$ cat src/rtl/baud_tick_gen.sv
// Runtime-programmable baud tick generator.
// A prescaler divides clk by an effective divisor to give os_tick. An
// oversample counter turns os_tick into bit_tick (bit boundary) and
// half_tick (mid-bit sample point). A new divisor is staged in a pending
// register. It takes effect only at a prescaler wrap, or while the
// counters are held, so a running tick period is never cut short.
module baud_tick_gen #(
  parameter int CNT_W   = 16,
  parameter int OVS     = 16,
  parameter int DEF_DIV = 27
) (
  input  logic             clk,
  input  logic             rst,
  input  logic             enb,
  input  logic             restart,
  input  logic             half_mode,
  input  logic             div_wr,
  input  logic [CNT_W-1:0] div_in,
  output logic [CNT_W-1:0] div_q,
  output logic             div_pend,
  output logic             div_ack,
  output logic             os_tick,
  output logic             bit_tick,
  output logic             half_tick
);

  localparam int               OS_W      = (OVS > 2) ? $clog2(OVS) : 1;
  localparam logic [OS_W-1:0]  OS_LAST   = OS_W'(OVS - 1);
  localparam logic [OS_W-1:0]  OS_MID    = OS_W'(OVS / 2 - 1);
  localparam logic [CNT_W-1:0] DEF_DIV_C = CNT_W'(DEF_DIV);
  localparam logic [CNT_W-1:0] ONE       = CNT_W'(1);

  // Prescaler / oversample state
  logic [CNT_W-1:0] pre_cnt_q, pre_cnt_d;
  logic [OS_W-1:0]  os_cnt_q, os_cnt_d;
  logic             os_tick_q, os_tick_d;
  logic             bit_tick_q, bit_tick_d;
  logic             half_tick_q, half_tick_d;

  // Divisor state
  logic [CNT_W-1:0] div_val_q, div_val_d;
  logic [CNT_W-1:0] pend_val_q, pend_val_d;
  logic             div_pend_q, div_pend_d;
  logic             div_ack_q, div_ack_d;

  // Derived control
  logic [CNT_W-1:0] eff_raw;
  logic [CNT_W-1:0] eff;
  logic             run;
  logic             terminal;
  logic             apply_pt;
  logic             pend_any;
  logic [CNT_W-1:0] pend_src;

  // Effective terminal count. Divisors 0 and 1 both mean "tick every cycle".
  always_comb begin
    eff_raw = half_mode ? (div_val_q >> 1) : div_val_q;
    eff     = (eff_raw <= ONE) ? ONE : eff_raw;
  end

  assign run      = enb & ~restart;
  // ">=" also covers a count left above the new terminal value after the
  // divisor shrinks or half_mode switches on.
  assign terminal = (pre_cnt_q >= (eff - ONE));
  // A new divisor may be applied at a prescaler wrap or while counters are held.
  assign apply_pt = ~run | terminal;
  assign pend_any = div_wr | div_pend_q;
  // A write in the same cycle as the apply point wins over the older staged value.
  assign pend_src = div_wr ? div_in : pend_val_q;

  // Next-state for the prescaler, oversample counter and tick outputs
  always_comb begin
    pre_cnt_d   = pre_cnt_q;
    os_cnt_d    = os_cnt_q;
    os_tick_d   = 1'b0;
    bit_tick_d  = 1'b0;
    half_tick_d = 1'b0;
    if (!run) begin
      pre_cnt_d = '0;
      os_cnt_d  = '0;
    end else if (terminal) begin
      pre_cnt_d   = '0;
      os_cnt_d    = os_cnt_q + OS_W'(1);
      os_tick_d   = 1'b1;
      bit_tick_d  = (os_cnt_q == OS_LAST);
      half_tick_d = (os_cnt_q == OS_MID);
    end else begin
      pre_cnt_d = pre_cnt_q + ONE;
    end
  end

  // Next-state for the divisor staging and apply handshake
  always_comb begin
    div_val_d  = div_val_q;
    pend_val_d = pend_val_q;
    div_pend_d = div_pend_q;
    div_ack_d  = 1'b0;
    if (apply_pt && pend_any) begin
      div_val_d  = pend_src;
      div_pend_d = 1'b0;
      div_ack_d  = 1'b1;
    end else if (div_wr) begin
      pend_val_d = div_in;
      div_pend_d = 1'b1;
    end
  end

  // Register counters and ticks; reset clears them immediately
  always_ff @(posedge clk or negedge rst) begin
    if (!rst) begin
      pre_cnt_q   <= '0;
      os_cnt_q    <= '0;
      os_tick_q   <= 1'b0;
      bit_tick_q  <= 1'b0;
      half_tick_q <= 1'b0;
    end else begin
      pre_cnt_q   <= pre_cnt_d;
      os_cnt_q    <= os_cnt_d;
      os_tick_q   <= os_tick_d;
      bit_tick_q  <= bit_tick_d;
      half_tick_q <= half_tick_d;
    end
  end

  // Register divisor state; reset drops any staged divisor
  always_ff @(posedge clk or negedge rst) begin
    if (!rst) begin
      div_val_q  <= DEF_DIV_C;
      pend_val_q <= '0;
      div_pend_q <= 1'b0;
      div_ack_q  <= 1'b0;
    end else begin
      div_val_q  <= div_val_d;
      pend_val_q <= pend_val_d;
      div_pend_q <= div_pend_d;
      div_ack_q  <= div_ack_d;
    end
  end

  assign div_q     = div_val_q;
  assign div_pend  = div_pend_q;
  assign div_ack   = div_ack_q;
  assign os_tick   = os_tick_q;
  assign bit_tick  = bit_tick_q;
  assign half_tick = half_tick_q;

endmodule

$ cat config.mk
export PLATFORM = sky130hd
export DESIGN_NAME = baud_tick_gen
export DESIGN_NICKNAME = d
export VERILOG_FILES = /design/src/rtl/baud_tick_gen.sv
export SDC_FILE = /design/constraint.sdc
export NUM_CORES = 1
export LEC_CHECK = 0
export ABC_CLOCK_PERIOD_IN_PS = 5000
export BUFFER_PORTS_ARGS = -buffer_cell sky130_fd_sc_hd__buf_2
export CAP_MARGIN = 30
export CORE_ASPECT_RATIO = 0.6
export CORE_MARGIN = 2
export CORE_UTILIZATION = 45
export DETAILED_ROUTE_END_ITERATION = 16
export GPL_TIMING_DRIVEN = 0
export MAX_ROUTING_LAYER = met4
export PLACE_DENSITY = 0.74
export SYNTH_ARGS = -nofsm -noshare
export SYNTH_HDL_FRONTEND = slang
export SYNTH_SLANG_ARGS = --single-unit
$ cat constraint.sdc
create_clock -name clk -period 5 [get_ports clk]
set_clock_uncertainty 0.05 [all_clocks]
set_input_delay 0.5 -clock clk [delete_from_list [all_inputs] [get_ports clk]]
set_output_delay 0.5 -clock clk [all_outputs]
set_load 0.01 [all_outputs]
* After elaboration in Yosys (flattened, before gate mapping)
Index checks and enable logic that the tools add are counted.
** Word-level totals
- Register bits after elaboration :: 57
- Bits of input ports :: 22
- Output and inout port bits :: 21
- Word-level logic and storage cells :: 40
** Operators by class
- $add $sub $neg :: 3
- Order comparisons :: 2
- Equal/unequal tests :: 3
- Mux-type cells :: 16
- Bitwise logic cells :: 5
- Reduce and logical (&&, ||, !) cells :: 2
** Operator list (number)
- 2-to-1 mux 16 bit :: 5
- adder 16 x 1 -> 16 bit, second input constant :: 1
- greater-or-equal comparator 16 bit :: 1
- less-or-equal comparator 16 x 1 -> 1 bit, second input constant :: 1
- subtractor 16 x 1 -> 16 bit, second input constant :: 1
- 2-to-1 mux 1 bit :: 9
- 2-to-1 mux 4 bit :: 2
- adder 4 x 1 -> 4 bit, second input constant :: 1
- equality test 4 x 3 -> 1 bit, second input constant :: 1
- equality test 4 bit, second input constant :: 1
- != test 2 x 1 -> 1 bit, second input constant :: 1
- inverter 1 bit :: 2
- OR 1 bit :: 2
- nonzero test 2 bit :: 1
- AND 1 bit :: 1
- logical AND 1 bit :: 1

* Logic depth before layout (Yosys ltp)
Gate-level depths: netlist of run 1.
- Depth after elaboration :: 8
- Depth in mapped cells :: 20
- Gate-level depth less buffers :: 17

* Worst setup path before layout of run 1
No wires, ideal clock.
- Path kind :: register to register
- From :: reg div_val_q[9] (netlist: div_q[9])
- To :: reg pend_val_q[0]
- Library setup time :: 125 ps
- Arrival :: 4388 ps
- Required time :: 4825 ps
- Setup slack :: 437 ps
- Stages on the path, launching flop included :: 20
- Path buffers :: 3
- Clock period less this slack :: 4563 ps
- Cells stage by stage :: dfrtp_1 clkbuf_1 nor2b_1 nand4bb_1 nor4_1 a211oi_1 ha_1 nand4_4 or4_4 nand3b_1 o21ai_1 a311o_1 ha_1 nand4_1 a211o_1 o2111ai_4 or2_1 buf_6 buf_6 mux2_4
** Between the ends
- Longest elaborated chain between the ends :: 7
** RTL lines
- from (decl) :: line 41 : logic [CNT_W-1:0] div_val_q, div_val_d;
- from (signal assigned) :: line 133 : div_val_q <= div_val_d;
- 2-to-1 mux 16 bit * :: line 57 : eff_raw = half_mode ? (div_val_q >> 1) : div_val_q;
- less-or-equal comparator 16 x 1 -> 1 bit :: line 58 : eff = (eff_raw <= ONE) ? ONE : eff_raw;
- 2-to-1 mux 16 bit * :: line 58
- subtractor 16 x 1 -> 16 bit * :: line 64 : assign terminal = (pre_cnt_q >= (eff - ONE));
- greater-or-equal comparator 16 bit * :: line 64
- OR 1 bit * :: line 66 : assign apply_pt = ~run | terminal;
- logical AND 1 bit * :: line 98 : if (apply_pt && pend_any) begin
- to (signal assigned) :: line 134 : pend_val_q <= pend_val_d;
- to (decl) :: line 42 : logic [CNT_W-1:0] pend_val_q, pend_val_d;
Mark *: on every way between the ends. The rest lies on a longest branch, timed or not.
A chain may end at the register's enable or synchronous reset.

* Worst setup path after layout of run 1
- From :: in half_mode
- To :: reg pend_val_q[11]
** Between the ends
- Longest elaborated chain between the ends :: 7
** RTL lines
- from (decl) :: line 16 : input logic half_mode,
- 2-to-1 mux 16 bit * :: line 57
- less-or-equal comparator 16 x 1 -> 1 bit :: line 58
- 2-to-1 mux 16 bit * :: line 58
- subtractor 16 x 1 -> 16 bit * :: line 64
- greater-or-equal comparator 16 bit * :: line 64
- OR 1 bit * :: line 66
- logical AND 1 bit * :: line 98
Marks and branches as above.

==> results of run 1 <==
logic make-up (layout without fill, tap and decap cells):
family                   after synthesis  count (layout)  synth area share (%)
AO/OA/AOI/OAI                         42              42                  9.18
XOR/XNOR                              25              25                  6.25
adder cells (fa/ha/maj)               19              19                  6.78
buffers and inverters                 21              80                  2.93
flip-flops                            57              57                  40.8
multiplexers                          52              52                  17.6
AND/OR/NAND/NOR                      111             111                  16.4
cell usage after synthesis, types with 2 or more instances:
master,count,area share [%]
dfrtp_1,53,38
mux2_2,37,12
nand3_1,14,2.0
o211ai_1,4,0.86
buf_1,2,0.21
dfstp_2,4,3.0
or3_1,3,0.54
nor2_1,32,3.4
and3_1,7,1.2
mux2_4,10,4.3
o21a_1,2,0.43
clkbuf_1,7,0.75
nand3b_1,2,0.43
inv_1,8,0.86
nand2_1,20,2.1
o21ai_0,9,1.3
mux2i_1,4,1.1
a21oi_1,9,1.3
a211oi_1,4,0.86
nand2b_1,5,0.89
nor4_1,2,0.36
nor2b_1,4,0.71
xnor2_1,9,2.2
nand4_1,3,0.54
o221a_2,4,1.3
ha_1,19,6.8
nor3_1,11,1.6
xor2_1,16,4.0
buf_6,3,0.96
power by group through the flow:
| stage | registers [mW] | clock network (mW) | logic (mW) |
|---|---|---|---|
| floorplan | 0.598 | 0 | 0.255 |
| global placement | 0.597 | 0 | 0.359 |
| detailed placement | 0.601 | 0 | 0.372 |
| CTS | 0.602 | 0.557 | 0.369 |
| global route | 0.619 | 0.582 | 0.409 |
| finish | 0.608 | 0.548 | 0.372 |
through the flow:
stage,hold slack (ns),total power [mW]
final,0.140,1.53
after global placement,0.420,0.956
after detailed placement,0.422,0.973
after global routing,0.184,1.61
after CTS,0.159,1.53
after floorplan,0.154,0.853
worst reg2reg max path, stage by stage, from the launching register on:
cell and delay [ns]:
dfrtp_2 0.43, nor2b_1 0.21, nand4bb_2 0.26, nor4_1 0.09, a211oi_2 0.21, ha_2 0.29, nand4_4 0.15, or4_4 0.55
nand3b_1 0.10, o21ai_1 0.06, a311o_1 0.32, ha_1 0.31, nand4_1 0.12, a211o_1 0.31, o2111ai_4 0.34, or2_1 0.17
buf_6 0.14, buf_6 0.20, mux2_4 0.32
state kept, by name, indices dropped and copies added, names as in the netlist:
register and cells:
half_tick 1, os_cnt_q 4, os_tick 1, pre_cnt_q 16, div_q 16, div_ack 1
div_pend 1, bit_tick 1, pend_val_q 16
final cells by class:
class	count	area, sq um
Sequential cell	57	1430
Timing Repair Buffer	47	263
Multi-Input combinational cell	249	1980
Buffer	10	61.3
Fill cell	649	3250
Tap cell	104	130
Clock inverter	4	20.0
Inverter	8	30.0
Clock buffer	11	243
per-layer routing:
| metal | wire, microns | track usage (%) | vias up |
|---|---|---|---|
| met2 | 3160 | 26.0 | 79 |
| met5 | 0 | - | - |
| li1 | - | - | 1290 |
| met1 | 3920 | 28.6 | 1297 |
| met4 | 116 | 8.43 | 0 |
| met3 | 505 | 6.84 | 14 |
timing repair:
action                     in CTS  in global routing
setup endpoints to repair      19                 43
resized for setup               1                  3
setup buffers                   0                  5
pin swaps                       0                  2
worst max path at each step:
stage	to	slack (ns)	cells past startpoint
finish	pend_val_q[11]	0.24	18
global route	pend_val_q[11]	-0.02	18
floorplan	pend_val_q[0]	0.44	19
CTS	pend_val_q[11]	0.009	18
global placement	pend_val_q[13]	-0.15	19
detailed placement	pend_val_q[11]	-0.15	19
==> summary.txt, run 1 <==
Logic synthesis
  • Post-synth EDFFs: 0
  • Sequential element share of the synthesized area: 40.8%
  • Yosys warns: 0
  • Mapped Area: 3500 sq um
  • Synthesized Nets: 368
  • #FFs+latches synth: 57
  • Avg Cell Area, Syn: 10.7 sq um
  • Distinct cells, synth: 49
  • FFs w/ async S/R, synth: 100%
  • Cell count after synthesis: 327
  • Synth Flop Type: dfrtp_1

Critical path
  • R2R cell count: 18
  • Setup crit end kind: register
  • Worst R2R End: pend_val_q[11]
  • Crit path largest cell delay: 0.55 ns
  • R2R Path Start: div_q[9]
  • Buf/Inv on CP: 5
  • Reg2reg setup slack: 0.25 ns
  • Critical path startpoint: half_mode
  • CP cell instances: buf_2 > buf_2 > buf_1 > mux2i_1 > ha_2 > nand4_4 > or4_4 > nand3b_1 > o21ai_1 > a311o_1 > ha_1 > nand4_1 > a211o_1 > o2111ai_4 > or2_1 > buf_6 > buf_6 > mux2_4
  • Slowest stage cell, crit path: or4_4
  • Top delay family on crit path: buffers and inverters
  • CP arrival: 4.92 ns
  • Largest fanout on the critical path: 10
  • Crit path required time: 5.17 ns
  • CP Launch Type: primary input
  • Setup Crit Path Kind: in2reg

Clock tree
  • Deepest clock path buffer count: 2
  • CTS tree: done
  • Clock-pin slew on the worst setup and hold paths: 0.05 ns
  • CTS sink cnt: 57
  • Hold_buf cts: 0
  • Num CTS Buffers: 9
  • Clock Latency Late Sink: 0.33 ns
  • H-tree depth reported by CTS: 3
  • Clock Tree Root: clkbuf_16

Detailed routing
  • WL per Instance: 15.7 microns
  • Via count: 2,680
  • Antenna-violating nets left: 0
  • DR pass1 iterations: 4
  • Vias per cell: 5.47
  • Initial drt markers: 170
  • Routed wire length: 7.71 mm
  • DRC: 0

Power and ir drop
  • Leak pwr: 1.87 nW
  • Sw frac: 30.6%
  • Combinational Power Share: 24.3%
  • VDD IR max: 0.000211 V
  • Pwr per Cell Area: 367 nW/um^2
  • Int Power: 1.06 mW
  • NetSw: 467 uW
  • Clock Power Share: 35.9%
  • Seq pwr share: 39.8%

Floorplan
  • Die footprint: 8530 sq um
  • Standard-cell rows: 24
  • Die Height: 72.4 microns
  • IO Pins: 43
  • Initial core utilization: 47.3%
  • Core Footprint: 7420 sq um
  • Horiz. Die Dim: 118 microns

STA
  • Minimum clock period: 4.76 ns
  • Final Setup Violations: 0
  • Fmax: 0.210 GHz
  • Setup tns final: 0 ns
  • Final hold vios: 0
  • Worst-Margin Slew: 0.632 ns
  • Worst Setup Slack, final: 0.242 ns
  • Final Cycle Share: 95.2%
  • Slew Viols, Final: 0
  • Slew headroom: 57.8%

Cells and area
  • Fraction of layout cells with a size suffix above 1: 33.9%
  • Final instance area: 4160 sq um
  • Most common cell after layout, fill and taps aside: dfrtp_1
  • Most frequent cells in the layout: 52 x dfrtp_1, 42 x buf_2, 37 x mux2_2
  • Finished Core Util: 56.1%
  • Final cell count without fillers: 490
  • NumNets Final: 423
  • Area grow syn2layout: 18.8%
  • Antenna diode count: 0

Placed design
  • Pre-CTS setup slack: -0.151 ns
  • Placed Cells: 473
  • GP Congestion: 0.796
  • HPWL Detailed: 5.71 mm
  • I/O Buffers: 41
  • Placed cell area: 3860 sq um

Flow run
  • Max-cap violations: 0

Global route
  • Maximum number of pins on one net before global-route repair: 32
  • GRT Residual Overflow: 0
  • Initial antenna violation count: 0
  • First-pass GRT wire length: 12.8 mm
  • GRT Overall Usage: 20.2%
  • Vias in the first global route: 2,572

Min path
  • Class of the tightest hold or removal check: in2async

Outcome
  • Status: completed
Note: power is estimated with default switching activity, not from simulation.
==> run 2, diff against run 1 <==
ABC_AREA = 0   (was unset)
MAX_ROUTING_LAYER = unset   (was met4)
==> run 2 against run 1 <==
Effect of this change: sequential share of layout area is the same; critical path type unchanged; largest power group unchanged; sequential power is essentially flat; critical path depth is the same; via count shrank 0.34%; hold slack gained 0.0017 ns; clock-buffer cell count is the same; first-iteration DRC count shrank 1.8%; register-to-register slack is essentially flat.
==> summary.txt, run 2 (same netlist as run 1, synthesis figures left out) <==
Outcome
  • Status: completed

STA
  • Minimum clock period: 4.76 ns (+0.00525 ns)
  • Worst Setup Slack, final: 0.237 ns (-0.00525 ns)
  • Setup tns final: 0 ns (unchanged)
  • Slew headroom: 57.9% (+0.097 points)
  • Final hold vios: 0 (unchanged)
  • Final Setup Violations: 0 (unchanged)
  • Final Cycle Share: 95.3% (+0.11 points)
  • Worst-Margin Slew: 0.631 ns (-0.00145 ns)
  • Fmax: 0.210 GHz (-0.11%)
  • Slew Viols, Final: 0 (unchanged)

Cells and area
  • Most frequent cells in the layout: 52 x dfrtp_1, 42 x buf_2, 37 x mux2_2
  • Area grow syn2layout: 18.8% (unchanged)
  • Final instance area: 4160 sq um (unchanged)
  • NumNets Final: 423 (unchanged)
  • Antenna diode count: 0 (unchanged)
  • Final cell count without fillers: 490 (unchanged)
  • Fraction of layout cells with a size suffix above 1: 33.9% (unchanged)
  • Most common cell after layout, fill and taps aside: dfrtp_1

Min path
  • Class of the tightest hold or removal check: in2async

Floorplan
  • Core Footprint: 7420 sq um (unchanged)
  • IO Pins: 43 (unchanged)
  • Horiz. Die Dim: 118 microns (unchanged)
  • Standard-cell rows: 24 (unchanged)
  • Die footprint: 8530 sq um (unchanged)
  • Die Height: 72.4 microns (unchanged)
  • Initial core utilization: 47.3% (unchanged)

Placed design
  • GP Congestion: 0.785 (-1.4%)
  • Placed Cells: 473 (unchanged)
  • Pre-CTS setup slack: -0.151 ns (unchanged)
  • I/O Buffers: 41 (unchanged)
  • Placed cell area: 3860 sq um (unchanged)
  • HPWL Detailed: 5.71 mm (unchanged)

Critical path
  • Setup crit end kind: register
  • Largest fanout on the critical path: 10 (unchanged)
  • Setup Crit Path Kind: in2reg
  • CP Launch Type: primary input
  • CP arrival: 4.93 ns (about the same)
  • Crit path required time: 5.16 ns (about the same)

Power and ir drop
  • Seq pwr share: 39.7% (about the same)
  • VDD IR max: 0.000212 V (+0.22%)
  • NetSw: 468 uW (+0.26%)
  • Pwr per Cell Area: 367 nW/um^2 (about the same)
  • Leak pwr: 1.87 nW (unchanged)
  • Sw frac: 30.6% (+0.054 points)
  • Total Power: 1.53 mW (about the same)
  • Clock Power Share: 35.9% (about the same)
  • Combinational Power Share: 24.4% (about the same)
  • Int Power: 1.06 mW (about the same)

Global route
  • Vias in the first global route: 2,571 (-0.039%)
  • Initial antenna violation count: 0 (unchanged)
  • Maximum number of pins on one net before global-route repair: 32 (unchanged)
  • GRT Overall Usage: 19.5% (-0.69 points)
  • First-pass GRT wire length: 12.8 mm (-0.16%)
  • GRT Residual Overflow: 0 (unchanged)

Detailed routing
  • Vias per cell: 5.45 (-0.34%)
  • DR pass1 iterations: 4 (unchanged)
  • WL per Instance: 15.8 microns (+0.23%)
  • Routed wire length: 7.73 mm (+0.23%)
  • DRC: 0 (unchanged)
  • Via count: 2,671 (-0.34%)
  • Initial drt markers: 167 (-1.8%)
  • Antenna-violating nets left: 0 (unchanged)

Clock tree
  • Hold_buf cts: 0 (unchanged)
  • Clock Tree Root: clkbuf_16
  • Clock Latency Late Sink: 0.33 ns (about the same)
  • CTS sink cnt: 57 (unchanged)
  • Deepest clock path buffer count: 2 (unchanged)
  • Clock-pin slew on the worst setup and hold paths: 0.05 ns (about the same)
  • Num CTS Buffers: 9 (unchanged)
  • H-tree depth reported by CTS: 3 (unchanged)
  • CTS tree: done

Flow run
  • Max-cap violations: 0 (unchanged)
==> run 2: per-stage QoR <==
stage / util (%) / hold WS [ns]
after global routing: 56.1 / 0.187
after floorplan: - / 0.154
after detailed placement: 52.0 / 0.422
final: 56.1 / 0.141
after CTS: 55.5 / 0.159
after global placement: 51.8 / 0.420
==> run 2: worst paths after layout <==
check	start	endpoint	slack, ns	depth (start not counted)
worst max-delay path	half_mode	pend_val_q[11]	0.24	18
worst min-delay path	rst	pre_cnt_q[5]	0.14	1
worst max register to register	div_q[9]	pend_val_q[11]	0.24	18
worst min register to register	pend_val_q[8]	pend_val_q[8]	0.45	1
max in group asynchronous	rst	div_q[1]	4.11	2
min in group clk	div_in[5]	pend_val_q[5]	0.36	2
==> run 2: power by group through the flow <==
stage	clock network (mW)	logic [mW]	registers [mW]
5_1_grt	0.582	0.409	0.619
3_5_place_dp	0	0.372	0.601
2_1_floorplan	0	0.255	0.598
3_3_place_gp	0	0.359	0.597
4_1_cts	0.557	0.369	0.602
6_report	0.549	0.372	0.608
==> run 2: final cells by class <==
class	instances	area, sq um
multi-input combinational	249	1980
tap	104	130
buffer	10	61.3
timing repair buffer	47	263
fill	649	3250
clock buffer	11	243
clock inverter	4	20.0
sequential	57	1430
inverter	8	30.0
==> run 2: repair_timing <==
action / CTS / global route
pin swaps: 0 / 2
gates resized for setup: 1 / 3
buffers inserted: 0 / 5
endpoints found under the setup margin: 19 / 43
==> run 2: metal layers <==
layer,share of wire [%],routed length [microns],global-route usage [%]
met2,41,3150,26.2
met5,0,0,0
met3,5.8,450,6.45
met1,52,3990,28.3
met4,1.8,138,9.24
==> run 2: critical path, cell delays in order <==
cell and delay, ns:
buf_2 0.08, buf_2 0.23, buf_1 0.47, mux2i_1 0.27, ha_2 0.27, nand4_4 0.15, or4_4 0.55, nand3b_1 0.10
o21ai_1 0.06, a311o_1 0.32, ha_1 0.31, nand4_1 0.12, a211o_1 0.31, o2111ai_4 0.34, or2_1 0.16, buf_6 0.14
buf_6 0.20, mux2_4 0.32
